<file path="config.mk">
export PLATFORM = sky130hd
export DESIGN_NAME = button_step_conditioner
export DESIGN_NICKNAME = d
export VERILOG_FILES = /design/src/rtl/button_cond_pkg.sv /design/src/rtl/sync_2ff.sv /design/src/rtl/button_step_conditioner.sv
export SDC_FILE = /design/constraint.sdc
export NUM_CORES = 1
export LEC_CHECK = 0
export ABC_AREA = 1
export BUFFER_PORTS_ARGS = -buffer_cell sky130_fd_sc_hd__buf_4
export CAP_MARGIN = 20
export CORE_UTILIZATION = 40
export CTS_CLUSTER_DIAMETER = 40
export DETAILED_ROUTE_END_ITERATION = 7
export GPL_ROUTABILITY_DRIVEN = 0
export PLACE_DENSITY = 0.57
export SETUP_SLACK_MARGIN = 0.4
export SYNTH_ARGS = -nofsm -noshare
export SYNTH_HDL_FRONTEND = slang
export SYNTH_HIERARCHICAL = 1
export SYNTH_SLANG_ARGS = --single-unit
export TNS_END_PERCENT = 1
</file>
<file path="constraint.sdc">
create_clock -name clk -period 1.6 [get_ports clk]
set_input_delay 0.08 -clock clk [delete_from_list [all_inputs] [get_ports clk]]
set_output_delay 0.08 -clock clk [all_outputs]
set_load 0.1 [all_outputs]
</file>
<file path="src/rtl/button_cond_pkg.sv">
// Shared types and helpers for the pushbutton conditioning stage.
//   state_e   : debounce FSM state encoding
//   cnt_width : bit width of a counter that must hold 0..max_val
//   max_u     : larger of two unsigned values
package button_cond_pkg;

  typedef enum logic [1:0] {
    ST_IDLE        = 2'd0,
    ST_DEB_PRESS   = 2'd1,
    ST_HELD        = 2'd2,
    ST_DEB_RELEASE = 2'd3
  } state_e;

  function automatic int unsigned cnt_width(input int unsigned max_val);
    return $clog2(max_val + 1);
  endfunction

  function automatic int unsigned max_u(input int unsigned a, input int unsigned b);
    return (a > b) ? a : b;
  endfunction

endpackage

</file>
<file path="src/rtl/sync_2ff.sv">
// Generic 1-bit two-flop synchronizer for asynchronous board inputs.
//   clk : destination clock
//   rst : asynchronous active-high reset, clears both stages
//   d   : asynchronous input
//   q   : input synchronized to clk (two cycles of latency)
module sync_2ff (
  input  logic clk,
  input  logic rst,
  input  logic d,
  output logic q
);

  logic s1_q;
  logic s2_q;

  // Two back-to-back stages give the first one a full cycle to resolve.
  always_ff @(posedge clk or posedge rst) begin
    if (rst) begin
      s1_q <= 1'b0;
      s2_q <= 1'b0;
    end else begin
      s1_q <= d;
      s2_q <= s1_q;
    end
  end

  assign q = s2_q;

endmodule

</file>
<file path="src/rtl/button_step_conditioner.sv">
// Turns a raw bouncing pushbutton into clean single-cycle step strobes,
// with optional auto-repeat while the button is held.
//   clk           : system clock
//   rst           : asynchronous active-high reset
//   btn_raw       : raw asynchronous pushbutton, active-high
//   step_pulse    : one-cycle strobe per accepted press or repeat
//   btn_level     : debounced button level
//   repeat_active : auto-repeat has fired during the current hold
module button_step_conditioner
  import button_cond_pkg::*;
#(
  parameter int unsigned DEB_CYCLES = 500000,
  parameter int unsigned REP_DELAY  = 25000000,
  parameter int unsigned REP_PERIOD = 5000000,
  parameter bit          REPEAT_EN  = 1'b1
) (
  input  logic clk,
  input  logic rst,
  input  logic btn_raw,
  output logic step_pulse,
  output logic btn_level,
  output logic repeat_active
);

  localparam int unsigned DEB_W = cnt_width(DEB_CYCLES);
  localparam int unsigned REP_W = cnt_width(max_u(REP_DELAY, REP_PERIOD));

  localparam logic [DEB_W-1:0] DEB_LAST        = DEB_W'(DEB_CYCLES - 1);
  localparam logic [REP_W-1:0] REP_DELAY_LAST  = REP_W'(REP_DELAY - 1);
  localparam logic [REP_W-1:0] REP_PERIOD_LAST = REP_W'(REP_PERIOD - 1);

  logic             btn_sync;
  state_e           state_q, state_d;
  logic [DEB_W-1:0] deb_cnt_q, deb_cnt_d;
  logic [REP_W-1:0] rep_cnt_q, rep_cnt_d;
  logic             first_done_q, first_done_d;
  logic             step_pulse_q, step_pulse_d;
  logic             btn_level_q, btn_level_d;
  logic             repeat_active_q, repeat_active_d;
  logic [REP_W-1:0] rep_target_c;

  sync_2ff u_sync (
    .clk (clk),
    .rst (rst),
    .d   (btn_raw),
    .q   (btn_sync)
  );

  // State and output registers.
  always_ff @(posedge clk or posedge rst) begin
    if (rst) begin
      state_q         <= ST_IDLE;
      deb_cnt_q       <= '0;
      rep_cnt_q       <= '0;
      first_done_q    <= 1'b0;
      step_pulse_q    <= 1'b0;
      btn_level_q     <= 1'b0;
      repeat_active_q <= 1'b0;
    end else begin
      state_q         <= state_d;
      deb_cnt_q       <= deb_cnt_d;
      rep_cnt_q       <= rep_cnt_d;
      first_done_q    <= first_done_d;
      step_pulse_q    <= step_pulse_d;
      btn_level_q     <= btn_level_d;
      repeat_active_q <= repeat_active_d;
    end
  end

  // Next-state, counters and registered-output inputs.
  always_comb begin
    state_d      = state_q;
    deb_cnt_d    = deb_cnt_q;
    rep_cnt_d    = rep_cnt_q;
    first_done_d = first_done_q;
    step_pulse_d = 1'b0;
    rep_target_c = first_done_q ? REP_PERIOD_LAST : REP_DELAY_LAST;

    case (state_q)
      ST_IDLE: begin
        if (btn_sync) begin
          state_d   = ST_DEB_PRESS;
          deb_cnt_d = '0;
        end
      end
      ST_DEB_PRESS: begin
        if (!btn_sync) begin
          state_d = ST_IDLE;
        end else if (deb_cnt_q == DEB_LAST) begin
          state_d      = ST_HELD;
          step_pulse_d = 1'b1;
          rep_cnt_d    = '0;
          first_done_d = 1'b0;
        end else begin
          deb_cnt_d = deb_cnt_q + DEB_W'(1);
        end
      end
      ST_HELD: begin
        if (!btn_sync) begin
          state_d   = ST_DEB_RELEASE;
          deb_cnt_d = '0;
        end else if (REPEAT_EN && (rep_cnt_q == rep_target_c)) begin
          step_pulse_d = 1'b1;
          rep_cnt_d    = '0;
          first_done_d = 1'b1;
        end else if (rep_cnt_q != '1) begin
          // Saturate so a long hold with repeat disabled never wraps.
          rep_cnt_d = rep_cnt_q + REP_W'(1);
        end
      end
      ST_DEB_RELEASE: begin
        // rep_cnt is frozen here so a short release glitch only delays repeats.
        if (btn_sync) begin
          state_d = ST_HELD;
        end else if (deb_cnt_q == DEB_LAST) begin
          state_d      = ST_IDLE;
          first_done_d = 1'b0;
        end else begin
          deb_cnt_d = deb_cnt_q + DEB_W'(1);
        end
      end
      default: begin
        state_d = ST_IDLE;
      end
    endcase

    btn_level_d     = (state_d == ST_HELD) || (state_d == ST_DEB_RELEASE);
    repeat_active_d = btn_level_d && first_done_d;
  end

  assign step_pulse    = step_pulse_q;
  assign btn_level     = btn_level_q;
  assign repeat_active = repeat_active_q;

endmodule

</file>
==> flow_summary.json, run 1 <==
{
  "first_iter_violations": 263,
  "p_leak_nw": 2.740,
  "crit-reg2reg-launch": "state_q[0]",
  "synth_edf_count": 0,
  "diodes": 0,
  "cts.sinks": 52,
  "final_max_slew_viol_count": 0,
  "cp.required_ps": 1850,
  "cts-root-buf": "clkbuf_8",
  "synth_area_leader_cell": "dfrtp_1",
  "portBuffers": 5,
  "post-dp-hpwl_um": 8900,
  "fp.dieH_um": 103.0,
  "violations": "setup timing",
  "num_vias": 4307,
  "fillerInstances": 967,
  "cpPeakStageDelay_ps": 430,
  "clk_latency_ps": 320,
  "fmax_ghz": 0.5767,
  "syn_avg_cell_area_um2": 6.755,
  "cts_buffer_depth": 2,
  "core_um2": 9819,
  "crit_start": "state_q[0]",
  "std_cell_rows": 36,
  "clk_pin_slew_ps": 100,
  "relSlewSlack_pct": 75.61,
  "routed_wl_um": 12290,
  "drive_gt1_share_pct": 32.43,
  "fin_worst_skew_ps": 8.403,
  "end_kind": "register",
  "synthMuxAreaShare_pct": 0,
  "synth_seq_cells": 52,
  "die_area_um2": 10610,
  "crit_path_cell_trace": "buf_4 -> ha_4 -> o31ai_2 -> buf_4 -> o21ai_4 -> inv_4 -> buf_12 -> nand2_1 -> a21oi_2",
  "cellPowerDensity_nw_per_um2": 925.2,
  "status": "finished, violations left",
  "ios": 6,
  "pre_cts_ws_ps": -222.9,
  "worst_pin_slew_ps": 363.1,
  "syn-num-nets": 614,
  "synthFlopType": "dfrtp_1",
  "synth_compound_area_share_pct": 6.164,
  "synthXorXnorAreaFrac_pct": 5.796,
  "fin_crit_ps": 1734,
  "ys_types": 37,
  "cp.arrival_ps": 1980,
  "synth_common_cells": "176 x nand2_1, 75 x nor2_1, 66 x inv_1",
  "antenna_found_initial": 0,
  "die_w_um": 103.0,
  "synthToLayoutAreaGrowth_pct": 37.29,
  "start_kind": "register",
  "setup_violations": 48,
  "critPathTopFamily": "buffers and inverters",
  "synth_top_cell_area_share_pct": 31.89,
  "critPathMostFrequentCell": "buf_4",
  "peakVddDrop_mv": 1.168,
  "worstPathMaxFanout": 8,
  "synthSimpleGateAreaFrac_pct": 42.72,
  "synthTopCellsByArea": "dfrtp_1 32%, nand2_1 16%, nand3_1 7.0%",
  "synth_fa_ha_area_share_pct": 2.147,
  "rsz0062_at_grt": "yes",
  "crit_type": "reg -> reg",
  "worst_slack_ps": -133.9,
  "grt_pass1_wl_um": 20230,
  "multi_input_area_um2": 2529,
  "finalHoldViolCount": 0,
  "ant_nets": 0,
  "drc": 0,
  "detail_route.first_pass.iterations": 5,
  "period_share_pct": 108.4,
  "async_flop_share_pct": 100.0,
  "grt_max_degree": 51,
  "hold-worst-slack_ps": 180.4,
  "total_power_mw": 5.182,
  "fin_nets": 746,
  "drv_cap": 0,
  "fin_cells": 870,
  "cts_tree": "done",
  "cts_buffers": 5,
  "synth_warnings": 6,
  "initial_core_util_pct": 41.55,
  "grt_pass1_vias": 4170,
  "dp_cells": 846,
  "yosysMostFrequentCell": "nand2_1",
  "cts.htree.levels": 2,
  "syn-cell-area_um2": 4080,
  "seq_area_frac_synth_pct": 31.89,
  "cp_num_buf_inv": 4,
  "wl_per_cell_um": 14.13,
  "syn_inst": 604,
  "slowest_stage": "dfrtp_1",
  "ff_latch_area_um2": 1306,
  "overflow": 0,
  "viasPerCell": 4.951,
  "synth_top_family_by_area": "simple AND/OR/NAND/NOR gates",
  "grt_usage_pct": 25.12,
  "hold_path_class": "in -> async"
}
-- flip-flops by register name (all words and copies together), names as in the netlist --
| name | flops |
|---|---|
| rep_cnt_q | 25 |
| deb_cnt_q | 19 |
| state_q | 2 |
| btn_level | 1 |
| first_done_q | 1 |
| repeat_active | 1 |
| step_pulse | 1 |
| u_sync/q | 1 |
| u_sync/s1_q | 1 |
-- logic make-up (layout without fill, tap and decap cells) --
family,after synthesis,count (layout)
AND/OR/NAND/NOR,380,382
buffers and inverters,99,230
flip-flops,52,52
AO/OA/AOI/OAI,39,39
XOR/XNOR,27,27
adder cells (fa/ha/maj),7,7
-- worst paths after layout --
path | endpoint | slack (ps) | cells past startpoint
setup reg to reg | deb_cnt_q[2] | -130 | 9
hold / removal | u_sync/s1_q | 180 | 3
min in group clk | u_sync/q | 370 | 0
max in group asynchronous | rep_cnt_q[15] | 960 | 4
hold reg to reg | u_sync/q | 370 | 0
setup / recovery | deb_cnt_q[2] | -130 | 9
-- timing repair --
action	in CTS	in global routing
setup buffers	10	0
resized for setup	45	5
hold buffers	2	0
pin swaps	14	4
gates cloned	4	0
setup endpoints to repair	50	50
endpoints found under the hold margin	53	0
-- area by class of cell --
class	instances	share of cell area, %
Multi-Input combinational cell	455	45.14
Sequential cell	52	23.32
Timing Repair Buffer	147	21.67
Tap cell	133	2.971
Inverter	75	5.249
Clock inverter	2	0.1787
Clock buffer	6	1.474
-- metrics by stage --
step / setup TNS [ps] / util [%] / cell area, um2
after CTS: -3515 / 56.91 / 5588
after detailed placement: -6318 / 52.56 / 5161
final: -4084 / 57.05 / 5602
after global routing: -9625 / 57.05 / 5602
after floorplan: -3542 / - / 4134
after global placement: -5663 / 52.56 / 5161
-- layout by cell type, fill, tap and decap left out, types with 6 or more instances in the layout --
| cell type | n |
|---|---|
| dfrtp_1 | 48 |
| nor2_2 | 6 |
| o21ai_0 | 10 |
| inv_2 | 10 |
| nand3_2 | 8 |
| nand2_2 | 16 |
| inv_1 | 62 |
| o21ai_2 | 11 |
| clkbuf_8 | 6 |
| nand2_1 | 167 |
| nand3_1 | 51 |
| buf_4 | 135 |
| nand4_1 | 23 |
| nor3_1 | 14 |
| nor2_1 | 72 |
| xor2_1 | 24 |
-- where the power goes --
group | switching, mW | internal [mW]
Combinational | 1.64 | 1.22
Clock | 0.470 | 0.347
Sequential | 0.0940 | 1.41
Total | 2.21 | 2.98
-- worst reg2reg max path, delay by kind of cell, from the launching register on --
kind	cells	cell delay, ps
flip-flops	1	430
AND/OR/NAND/NOR	1	60
AO/OA/AOI/OAI	3	390
adder cells (fa/ha/maj)	1	170
buffers and inverters	4	620
-- layer usage --
| layer | up-vias | part of all wire, % | track usage (%) |
|---|---|---|---|
| met3 | 32 | 4.3 | 3.322 |
| met5 | - | 0 | 0 |
| met1 | 1989 | 44 | 32.12 |
| met2 | 103 | 48 | 42.77 |
| li1 | 2183 | - | - |
| met4 | 0 | 3.5 | 10.29 |
(Power assumes the default switching activity.)
==> run 2: changes to the inputs <==
- CORE_ASPECT_RATIO: not set -> 1.5
- CTS_CLUSTER_SIZE: not set -> 25
==> flow_summary.json, run 2 (synthesis gave the netlist of run 1 again) <==
{
  "cts.sinks": 52,
  "route.met3.wl_um": 269,
  "violations": "setup timing",
  "period_share_pct": 107.6,
  "cp.arrival_ps": 1950,
  "fin_worst_skew_ps": 8.288,
  "viasPerCell": 5.080,
  "initial_core_util_pct": 41.64,
  "post_dp_cell_area_um2": 5174,
  "cellPowerDensity_nw_per_um2": 997.7,
  "status": "finished, violations left",
  "ios": 6,
  "worst_pin_slew_ps": 331.0,
  "fin_nets": 740,
  "largest_reg_flops": 25,
  "finalHoldViolCount": 0,
  "detail_route.first_pass.iterations": 4,
  "final_core_util_pct": 57.30,
  "cp.required_ps": 1820,
  "layout_common_cells": "164 x nand2_1, 131 x buf_4, 65 x nor2_1",
  "overflow": 0,
  "p_int_mw": 3.386,
  "p_leak_nw": 2.757,
  "worstPathMaxFanout": 6,
  "grt_pass1_wl_um": 20890,
  "switchingPower_mw": 2.217,
  "core_um2": 9799,
  "total_power_mw": 5.603,
  "portBuffers": 5,
  "clk_latency_ps": 300,
  "grt_max_degree": 51,
  "switching_share_pct": 39.57,
  "top_regs": "rep_cnt_q (25), deb_cnt_q (19), state_q (2)",
  "cts-root-buf": "clkbuf_16",
  "cpPeakStageDelay_ps": 450,
  "cp_num_buf_inv": 4,
  "fin_crit_ps": 1721,
  "routed_wl_um": 12800,
  "fmax_ghz": 0.5810,
  "fp.dieH_um": 125.7,
  "critPathTopFamily": "buffers and inverters",
  "relSlewSlack_pct": 77.76,
  "grt_pass1_vias": 4400,
  "pre_cts_ws_ps": -192.8,
  "pwr-share-comb_pct": 50.9,
  "crit_path_cell_trace": "buf_4 -> ha_2 -> inv_1 -> nand3_2 -> o31ai_4 -> o21ai_4 -> inv_4 -> buf_12 -> nand2_1 -> a21oi_1",
  "die_w_um": 84.47,
  "power_frac_seq_pct": 27.0,
  "setup_violations": 43,
  "grt_usage_pct": 25.14,
  "drv_cap": 0,
  "worst_slack_ps": -121.3,
  "final_common_cell": "nand2_1",
  "diodes": 0,
  "antenna_found_initial": 0,
  "synthToLayoutAreaGrowth_pct": 37.63,
  "routed-wl-met2_um": 7328,
  "dp_cells": 831,
  "post-dp-hpwl_um": 9889,
  "wl_per_cell_um": 15.13,
  "top_layer": "met4",
  "std_cell_rows": 44,
  "end_kind": "register",
  "fin_cells": 846,
  "drt-met1-wl_um": 4589,
  "clkPwrFrac_pct": 22.1,
  "fin_tns_setup_ps": -2890,
  "cts_buffer_depth": 2,
  "rsz0062_at_grt": "yes",
  "drive_gt1_share_pct": 33.24,
  "hold_path_class": "in -> async",
  "hold-worst-slack_ps": 218.0,
  "ant_nets": 0,
  "cts_buffers": 5,
  "final_cell_area_um2": 5615,
  "die_area_um2": 10620,
  "num_vias": 4298,
  "crit_type": "reg -> reg",
  "cts_tree": "done",
  "slowest_stage": "dfrtp_2",
  "final_max_slew_viol_count": 0,
  "first_iter_violations": 168,
  "clk_pin_slew_ps": 70,
  "peakVddDrop_mv": 0.7434,
  "drc": 0,
  "cts.htree.levels": 2,
  "start_kind": "register",
  "regMostFlops": "rep_cnt_q"
}
run 2: cell count changes in the layout (fill, tap and decap cells not counted), moves of 4 or more:
cell,previous run,this run
buf_4,135,131
nor2_1,72,65
clkbuf_8,6,0
clkbuf_16,0,7
nor2_2,6,13
run 2: tightest hold or removal path, delay by kind of cell:
family	cells	cell delay, ps
buf+inv	3	770
run 2: layout make-up:
| cell class | count | area (um2) |
|---|---|---|
| timing repair buffer | 143 | 1187 |
| clock buffer | 6 | 128.9 |
| multi-input combinational | 453 | 2520 |
| inverter | 75 | 290.3 |
| clock inverter | 2 | 35.03 |
| tap | 115 | 143.9 |
| sequential | 52 | 1310 |
| fill | 956 | 4184 |
run 2: metal layers:
layer / up-vias / track usage (%)
met5: - / 0
met2: 75 / 49.90
met3: 35 / 2.097
li1: 2165 / -
met4: 0 / 13.26
met1: 2023 / 25.54
run 2: final timing paths:
path                                  start      endpoint  slack (ps)  cells past startpoint
worst min register to register  u_sync/s1_q      u_sync/q         350                      0
min in group clk                u_sync/s1_q      u_sync/q         350                      0
worst max-delay path             state_q[0]  deb_cnt_q[7]        -120                     10
worst min-delay path                    rst   u_sync/s1_q         220                      3
max in group asynchronous               rst  rep_cnt_q[4]         910                      4
worst max register to register   state_q[0]  deb_cnt_q[7]        -120                     10
run 2: repair_timing:
item                       in CTS  in global routing
resized for setup              24                 32
setup buffers                   2                  1
pin swaps                       5                  8
hold endpoints to repair       53                  0
hold buffers                    2                  0
setup endpoints to repair      50                 50
cloned                          0                  2
run 2: power groups by stage:
stage          Combinational (mW)  Clock [mW]  Sequential (mW)
3_5_place_dp                 2.39           0             1.52
5_1_grt                      3.04        1.32             1.52
3_3_place_gp                 2.35           0             1.51
4_1_cts                      2.52        1.28             1.49
6_report                     2.85        1.24             1.51
2_1_floorplan                1.25           0             1.62
